**src/rtl/keccak_pkg.sv**
```systemverilog
`default_nettype none
// ============================================================================
//  Module      : keccak_pkg
//  Description : Shared constants and helpers for the slice-serial Keccak
//                theta datapath. A slice holds the 25 bits sharing one z
//                coordinate, with bit index 5*y+x.
//  Revision    : 1.0 - initial release
// ============================================================================
package keccak_pkg;

    localparam int SLICE_BITS = 25;
    localparam int NUM_X      = 5;

    // Position of lane (x,y) inside a 25-bit slice.
    function automatic int bit_idx(input int x, input int y);
        return 5 * y + x;
    endfunction

    // Column parities of one slice: bit x = XOR over y of slice[5y+x].
    function automatic logic [NUM_X-1:0] col_parity(input logic [SLICE_BITS-1:0] s);
        logic [NUM_X-1:0] p;
        p = '0;
        for (int y = 0; y < 5; y++) begin
            for (int x = 0; x < NUM_X; x++) begin
                p[x] = p[x] ^ s[bit_idx(x, y)];
            end
        end
        return p;
    endfunction

endpackage : keccak_pkg
`default_nettype wire

```
**src/rtl/keccak_theta_slice.sv**
```systemverilog
`default_nettype none
// ============================================================================
//  Module      : keccak_theta_slice
//  Description : Combinational theta update of a single slice.
//                out[5y+x] = slice[5y+x] ^ par_cur[(x+4)%5] ^ par_prev[(x+1)%5]
//  Ports       : i_slice    - slice z of the state
//                i_par_cur  - column parities of slice z
//                i_par_prev - column parities of slice z-1 (mod W)
//                o_slice    - theta-updated slice z
//  Revision    : 1.0 - initial release
// ============================================================================
module keccak_theta_slice
    import keccak_pkg::*;
(
    input  logic [SLICE_BITS-1:0] i_slice,
    input  logic [NUM_X-1:0]      i_par_cur,
    input  logic [NUM_X-1:0]      i_par_prev,
    output logic [SLICE_BITS-1:0] o_slice
);

    logic [NUM_X-1:0] w_d;

    always_comb begin
        w_d     = '0;
        o_slice = '0;
        for (int x = 0; x < NUM_X; x++) begin
            w_d[x] = i_par_cur[(x + 4) % 5] ^ i_par_prev[(x + 1) % 5];
        end
        for (int y = 0; y < 5; y++) begin
            for (int x = 0; x < NUM_X; x++) begin
                o_slice[bit_idx(x, y)] = i_slice[bit_idx(x, y)] ^ w_d[x];
            end
        end
    end

endmodule : keccak_theta_slice
`default_nettype wire

```
**src/rtl/keccak_theta_stream.sv**
```systemverilog
`default_nettype none
// ============================================================================
//  Module      : keccak_theta_stream
//  Description : Slice-serial Keccak theta step for Keccak-f[25*W]. Loads the
//                W slices of a state over a valid/ready stream while storing
//                per-slice column parities, then emits theta-updated slices
//                z=0..W-1. Bypass mode returns the loaded state unchanged.
//  Ports       : clk       - clock, rising edge
//                rst       - synchronous active-low reset
//                bypass    - mode request, sampled on first slice of a state
//                in_valid / in_ready / in_slice   - input slice stream
//                out_valid / out_ready / out_slice / out_idx - output stream
//                busy      - high unless idle in LOAD with no slice accepted
//                done      - one-cycle pulse after the last output handshake
//  Revision    : 1.0 - initial release
// ============================================================================
module keccak_theta_stream
    import keccak_pkg::*;
#(
    parameter int W  = 64,
    parameter int ZW = (W > 1) ? $clog2(W) : 1
)
(
    input  logic                  clk,
    input  logic                  rst,
    input  logic                  bypass,
    input  logic                  in_valid,
    output logic                  in_ready,
    input  logic [SLICE_BITS-1:0] in_slice,
    output logic                  out_valid,
    input  logic                  out_ready,
    output logic [SLICE_BITS-1:0] out_slice,
    output logic [ZW-1:0]         out_idx,
    output logic                  busy,
    output logic                  done
);

    // Storage is sized to the full index range so every ZW-bit index is in
    // bounds; for W=1 the extra entry is never addressed.
    localparam int          C_DEPTH   = 1 << ZW;
    localparam logic [ZW-1:0] C_LAST  = ZW'(W - 1);

    localparam logic [0:0]  C_ST_LOAD = 1'b0;
    localparam logic [0:0]  C_ST_EMIT = 1'b1;

    generate
        if (!(W == 1 || W == 2 || W == 4 || W == 8 ||
              W == 16 || W == 32 || W == 64)) begin : g_bad_w
            $error("keccak_theta_stream: W must be a power of two in 1..64");
        end
    endgenerate

    logic [0:0]            r_state;
    logic [ZW-1:0]         r_cnt;
    logic                  r_mode;
    logic                  r_done;
    logic [SLICE_BITS-1:0] r_buf [C_DEPTH];
    logic [NUM_X-1:0]      r_par [C_DEPTH];

    logic                  w_load_hs;
    logic                  w_emit_hs;
    logic [ZW-1:0]         w_zprev;
    logic [SLICE_BITS-1:0] w_cur;
    logic [SLICE_BITS-1:0] w_theta;

    assign w_load_hs = (r_state == C_ST_LOAD) && in_valid;
    assign w_emit_hs = (r_state == C_ST_EMIT) && out_ready;

    // Natural ZW-bit wrap gives (z-1) mod W for W>=2; with a single slice the
    // previous slice is slice 0 itself.
    generate
        if (W == 1) begin : g_prev_w1
            assign w_zprev = '0;
        end else begin : g_prev_wn
            assign w_zprev = r_cnt - ZW'(1);
        end
    endgenerate

    // ------------------------------------------------------------------
    // Control: state, slice counter, mode latch, done pulse
    // ------------------------------------------------------------------
    always_ff @(posedge clk) begin
        if (!rst) begin
            r_state <= C_ST_LOAD;
            r_cnt   <= '0;
            r_mode  <= 1'b0;
            r_done  <= 1'b0;
        end else begin
            r_done <= 1'b0;
            case (r_state)
                C_ST_LOAD: begin
                    if (w_load_hs) begin
                        if (r_cnt == '0) begin
                            r_mode <= bypass;
                        end
                        if (r_cnt == C_LAST) begin
                            r_state <= C_ST_EMIT;
                            r_cnt   <= '0;
                        end else begin
                            r_cnt <= r_cnt + ZW'(1);
                        end
                    end
                end
                C_ST_EMIT: begin
                    if (w_emit_hs) begin
                        if (r_cnt == C_LAST) begin
                            r_state <= C_ST_LOAD;
                            r_cnt   <= '0;
                            r_done  <= 1'b1;
                        end else begin
                            r_cnt <= r_cnt + ZW'(1);
                        end
                    end
                end
                default: begin
                    r_state <= C_ST_LOAD;
                    r_cnt   <= '0;
                end
            endcase
        end
    end

    // ------------------------------------------------------------------
    // Slice buffer and per-slice column parities (no reset needed)
    // ------------------------------------------------------------------
    always_ff @(posedge clk) begin
        if (w_load_hs) begin
            r_buf[r_cnt] <= in_slice;
            r_par[r_cnt] <= col_parity(in_slice);
        end
    end

    assign w_cur = r_buf[r_cnt];

    keccak_theta_slice u_theta (
        .i_slice    (w_cur),
        .i_par_cur  (r_par[r_cnt]),
        .i_par_prev (r_par[w_zprev]),
        .o_slice    (w_theta)
    );

    // ------------------------------------------------------------------
    // Outputs: driven only from registers, so no input-to-handshake path.
    // Data and index read as zero outside EMIT.
    // ------------------------------------------------------------------
    always_comb begin
        out_slice = '0;
        out_idx   = '0;
        if (r_state == C_ST_EMIT) begin
            out_slice = r_mode ? w_cur : w_theta;
            out_idx   = r_cnt;
        end
    end

    assign in_ready  = (r_state == C_ST_LOAD);
    assign out_valid = (r_state == C_ST_EMIT);
    assign busy      = (r_state == C_ST_EMIT) || (r_cnt != '0);
    assign done      = r_done;

endmodule : keccak_theta_stream
`default_nettype wire

```
**config.mk**
```make
export PLATFORM = sky130hd
export DESIGN_NAME = keccak_theta_stream
export DESIGN_NICKNAME = d
export VERILOG_FILES = /design/src/rtl/keccak_pkg.sv /design/src/rtl/keccak_theta_slice.sv /design/src/rtl/keccak_theta_stream.sv
export SDC_FILE = /design/constraint.sdc
export NUM_CORES = 2
export LEC_CHECK = 0
export BUFFER_PORTS_ARGS = -buffer_cell sky130_fd_sc_hd__buf_2
export CAP_MARGIN = 20
export CELL_PAD_IN_SITES_DETAIL_PLACEMENT = 2
export CELL_PAD_IN_SITES_GLOBAL_PLACEMENT = 2
export CORE_UTILIZATION = 35
export DETAILED_ROUTE_END_ITERATION = 6
export PLACE_DENSITY = 0.57
export SETUP_SLACK_MARGIN = 0.02
export SLEW_MARGIN = 5
export SYNTH_ARGS = -nofsm -noshare
export SYNTH_HDL_FRONTEND = slang
export SYNTH_SLANG_ARGS = --single-unit
```
**constraint.sdc**
```tcl
create_clock -name clk -period 7.9 [get_ports clk]
set_clock_uncertainty 0.15 [all_clocks]
set_input_delay 0.79 -clock clk [delete_from_list [all_inputs] [get_ports clk]]
set_output_delay 0.79 -clock clk [all_outputs]
set_load 0.05 [all_outputs]
```
==> out/qor.csv <==
metric;value;unit
placed cell count;6064;
CTS tree;yes;
Die Ht;471;µm
Finish-stage setup viols;0;
Comb power frac;6.8;%
Total GRT Usage;22.2;%
CP required;6960;ps
most common cell after layout, fill and taps aside;edfxtp_1;
Placer Congestion;0.815;
DR vias;37400;
Post-synth EDFFs;1920;
share of layout cells above drive strength 1;35.8;%
total nets after synthesis;3224;
ys flop type;edfxtp_1;
Post CTS Setup Buffer Count;0;
Final TNS setup;0;ps
FILL cells;19800;
top cells by area, synth;edfxtp_1 (75%), mux4_2 (21%), nor2_1 (0.39%);
fraction of registers with async set or reset after synthesis;0;%
width of the chip;471;µm
post-cts sizing count;0;
core box area;0.218;mm²
setup repair after global routing missed its margin;no;
vias per cell;5.80;
NumNets Final;3454;
worst min-delay path class;in2reg;
initial antenna violation count;8;
Initial Util;35.3;%
DRT iter0 DRCs;4494;
FP Rows;171;
fin crit period;7230;ps
status;finished, final reports clean;
most frequent cells in the layout;edfxtp_1 (1,920), mux4_2 (703), clkbuf_16 (208);
Netlist cell types;51;
grt ovf;0;
detailed-route DRC error count;0;
# IOs;65;
Final ANT Viol Nets;0;
area leader, netlist;edfxtp_1;
share of the yosys chip area belonging to registers;75.3;%
P_int;17.1;mW
worst skew pair latency;840;ps
CTS max path bufs;3;
worst slew pin tran;1140;ps
#FFs+latches synth;1935;
hpwl dp;135;mm
fmax;0.138;GHz
cell area power density;251;mW/mm²
Mapped Avg Cell Area;24.1;µm²
NetSw;5.04;mW
post-route insts no fill;6453;
CTS Root Cell;clkbuf_16;
Cells after Synth;3192;
Synthesis Warnings;0;
first-pass GRT wire length;338;mm
hold buffer count at CTS;0;
area growth from synthesis to layout;14.5;%
switching share of power;22.8;%
TritonCTS Sinks;1935;
Worst EP arrival;6290;ps
Routed WL per cell;38.1;µm
IO Port Bufs;64;
Post-Syn Area;0.0770;mm²
Max transition margin;24.3;%
Seq pwr share;51.8;%
DRT Wirelength;246;mm
r2r startpoint;r_cnt[0];
Worst-path clk slew;60;ps
Hold Fails Final Rpt;0;
Synth top area share;74.9;%
Critical Path Start;r_cnt[0];
Max Cap Viol;0;
largest net degree at the start of global routing;140;
vias in the first global route;40100;
Crit Path Max Fanout;52;
Leak;26.2;nW
hold path start;bypass;
Die Area;0.222;mm²
fin. max-slew vios;0;
crit share post-route;91.5;%
Max VDD drop;0.000242;V
Setup crit start kind;register;
crit path kind;reg2out;
drt pass-1 iters;5;
Worst setup EP type;primary output;
Clock power frac;41.4;%
total CTS buffers;204;
H-tree depth;4;
## critical path, cell delays in order, from the launching register on
cell and delay (ps):
dfxtp_4 890, inv_1 260, ha_4 920, buf_4 430, mux4_2 360, mux2_2 280, mux2i_1 360, o22ai_1 190
o31a_1 300, o21ai_2 580, mux2i_1 470, buf_2 350
## worst paths after layout
kind | depth (start not counted) | slack (ps) | end
hold / removal | 3 | 80 | r_mode
setup reg to reg | 5 | 3550 | r_buf[53][0]
setup / recovery | 11 | 670 | out_slice[20]
hold reg to reg | 2 | 520 | register
## metrics by stage
step | setup slack, ps | instance area (µm²) | hold slack, ps | power, mW | utilization [%]
2_1_floorplan | 2290 | 77000 | 409 | 12.6 | -
3_3_place_gp | 1140 | 81700 | 469 | 13.1 | 37.5
3_5_place_dp | 1410 | 81700 | 492 | 13.2 | 37.5
4_1_cts | 457 | 88000 | 28.0 | 22.3 | 40.4
5_1_grt | 359 | 88200 | 63.2 | 22.8 | 40.5
6_report | 670 | 88200 | 79.7 | 22.1 | 40.5
## kinds of logic (layout without fill, tap and decap cells)
group / after synthesis / after routing / share of synthesized area [%]
AO/OA/AOI/OAI: 75 / 75 / 0.655
XOR/XNOR: 27 / 27 / 0.307
adder cells (fa/ha/maj): 2 / 2 / 0.0325
buffers and inverters: 190 / 592 / 1.25
flip-flops: 1935 / 1935 / 75.3
multiplexers: 736 / 736 / 21.0
other: 0 / 5 / 0
AND/OR/NAND/NOR: 227 / 227 / 1.46
## sequential cells by signal, summed over array words and instances, names as in the netlist, named ones only
name and count:
r_buf 1600, r_par 320, done 1, r_cnt 6, r_mode 1, out_valid 1
## routing by layer
| metal | wire [µm] | track usage, % |
|---|---|---|
| met4 | 7400 | 6.88 |
| met3 | 14900 | 3.53 |
| met5 | 13 | 0 |
| met2 | 119000 | 35.7 |
| met1 | 105000 | 31.1 |
## power by group through the flow
stage | Clock [mW] | Sequential (mW) | Combinational [mW]
after global routing | 9.72 | 11.5 | 1.58
after detailed placement | 0 | 11.7 | 1.51
final | 9.17 | 11.5 | 1.50
after CTS | 9.36 | 11.5 | 1.51
after floorplan | 0 | 11.7 | 0.914
after global placement | 0 | 11.7 | 1.45
## final cells by class
| class | instances | area [µm²] | share of cell area, % |
|---|---|---|---|
| Sequential cell | 1935 | 58000 | 65.7 |
| Multi-Input combinational cell | 1067 | 18600 | 21.1 |
| Clock buffer | 262 | 5420 | 6.14 |
| Tap cell | 2854 | 3570 | 4.05 |
| Timing Repair Buffer | 208 | 1660 | 1.88 |
| Clock inverter | 116 | 875 | 0.992 |
| Inverter | 6 | 22.5 | 0.0255 |
| Antenna cell | 5 | 12.5 | 0.0142 |
## cell usage after synthesis (10+ instances only)
| master | instances |
|---|---|
| nand2_1 | 40 |
| edfxtp_1 | 1920 |
| xnor2_1 | 25 |
| o22ai_1 | 29 |
| nor2b_1 | 10 |
| nand3_1 | 11 |
| dfxtp_1 | 15 |
| buf_6 | 16 |
| mux4_2 | 703 |
| and2_1 | 11 |
| nand2b_1 | 25 |
| mux2i_1 | 25 |
| a22oi_1 | 13 |
| clkbuf_1 | 60 |
| buf_4 | 17 |
| buf_1 | 36 |
| nor2_1 | 81 |
| nor3_1 | 16 |
| buf_2 | 55 |
No activity file was read; power rests on OpenSTA's default activity.
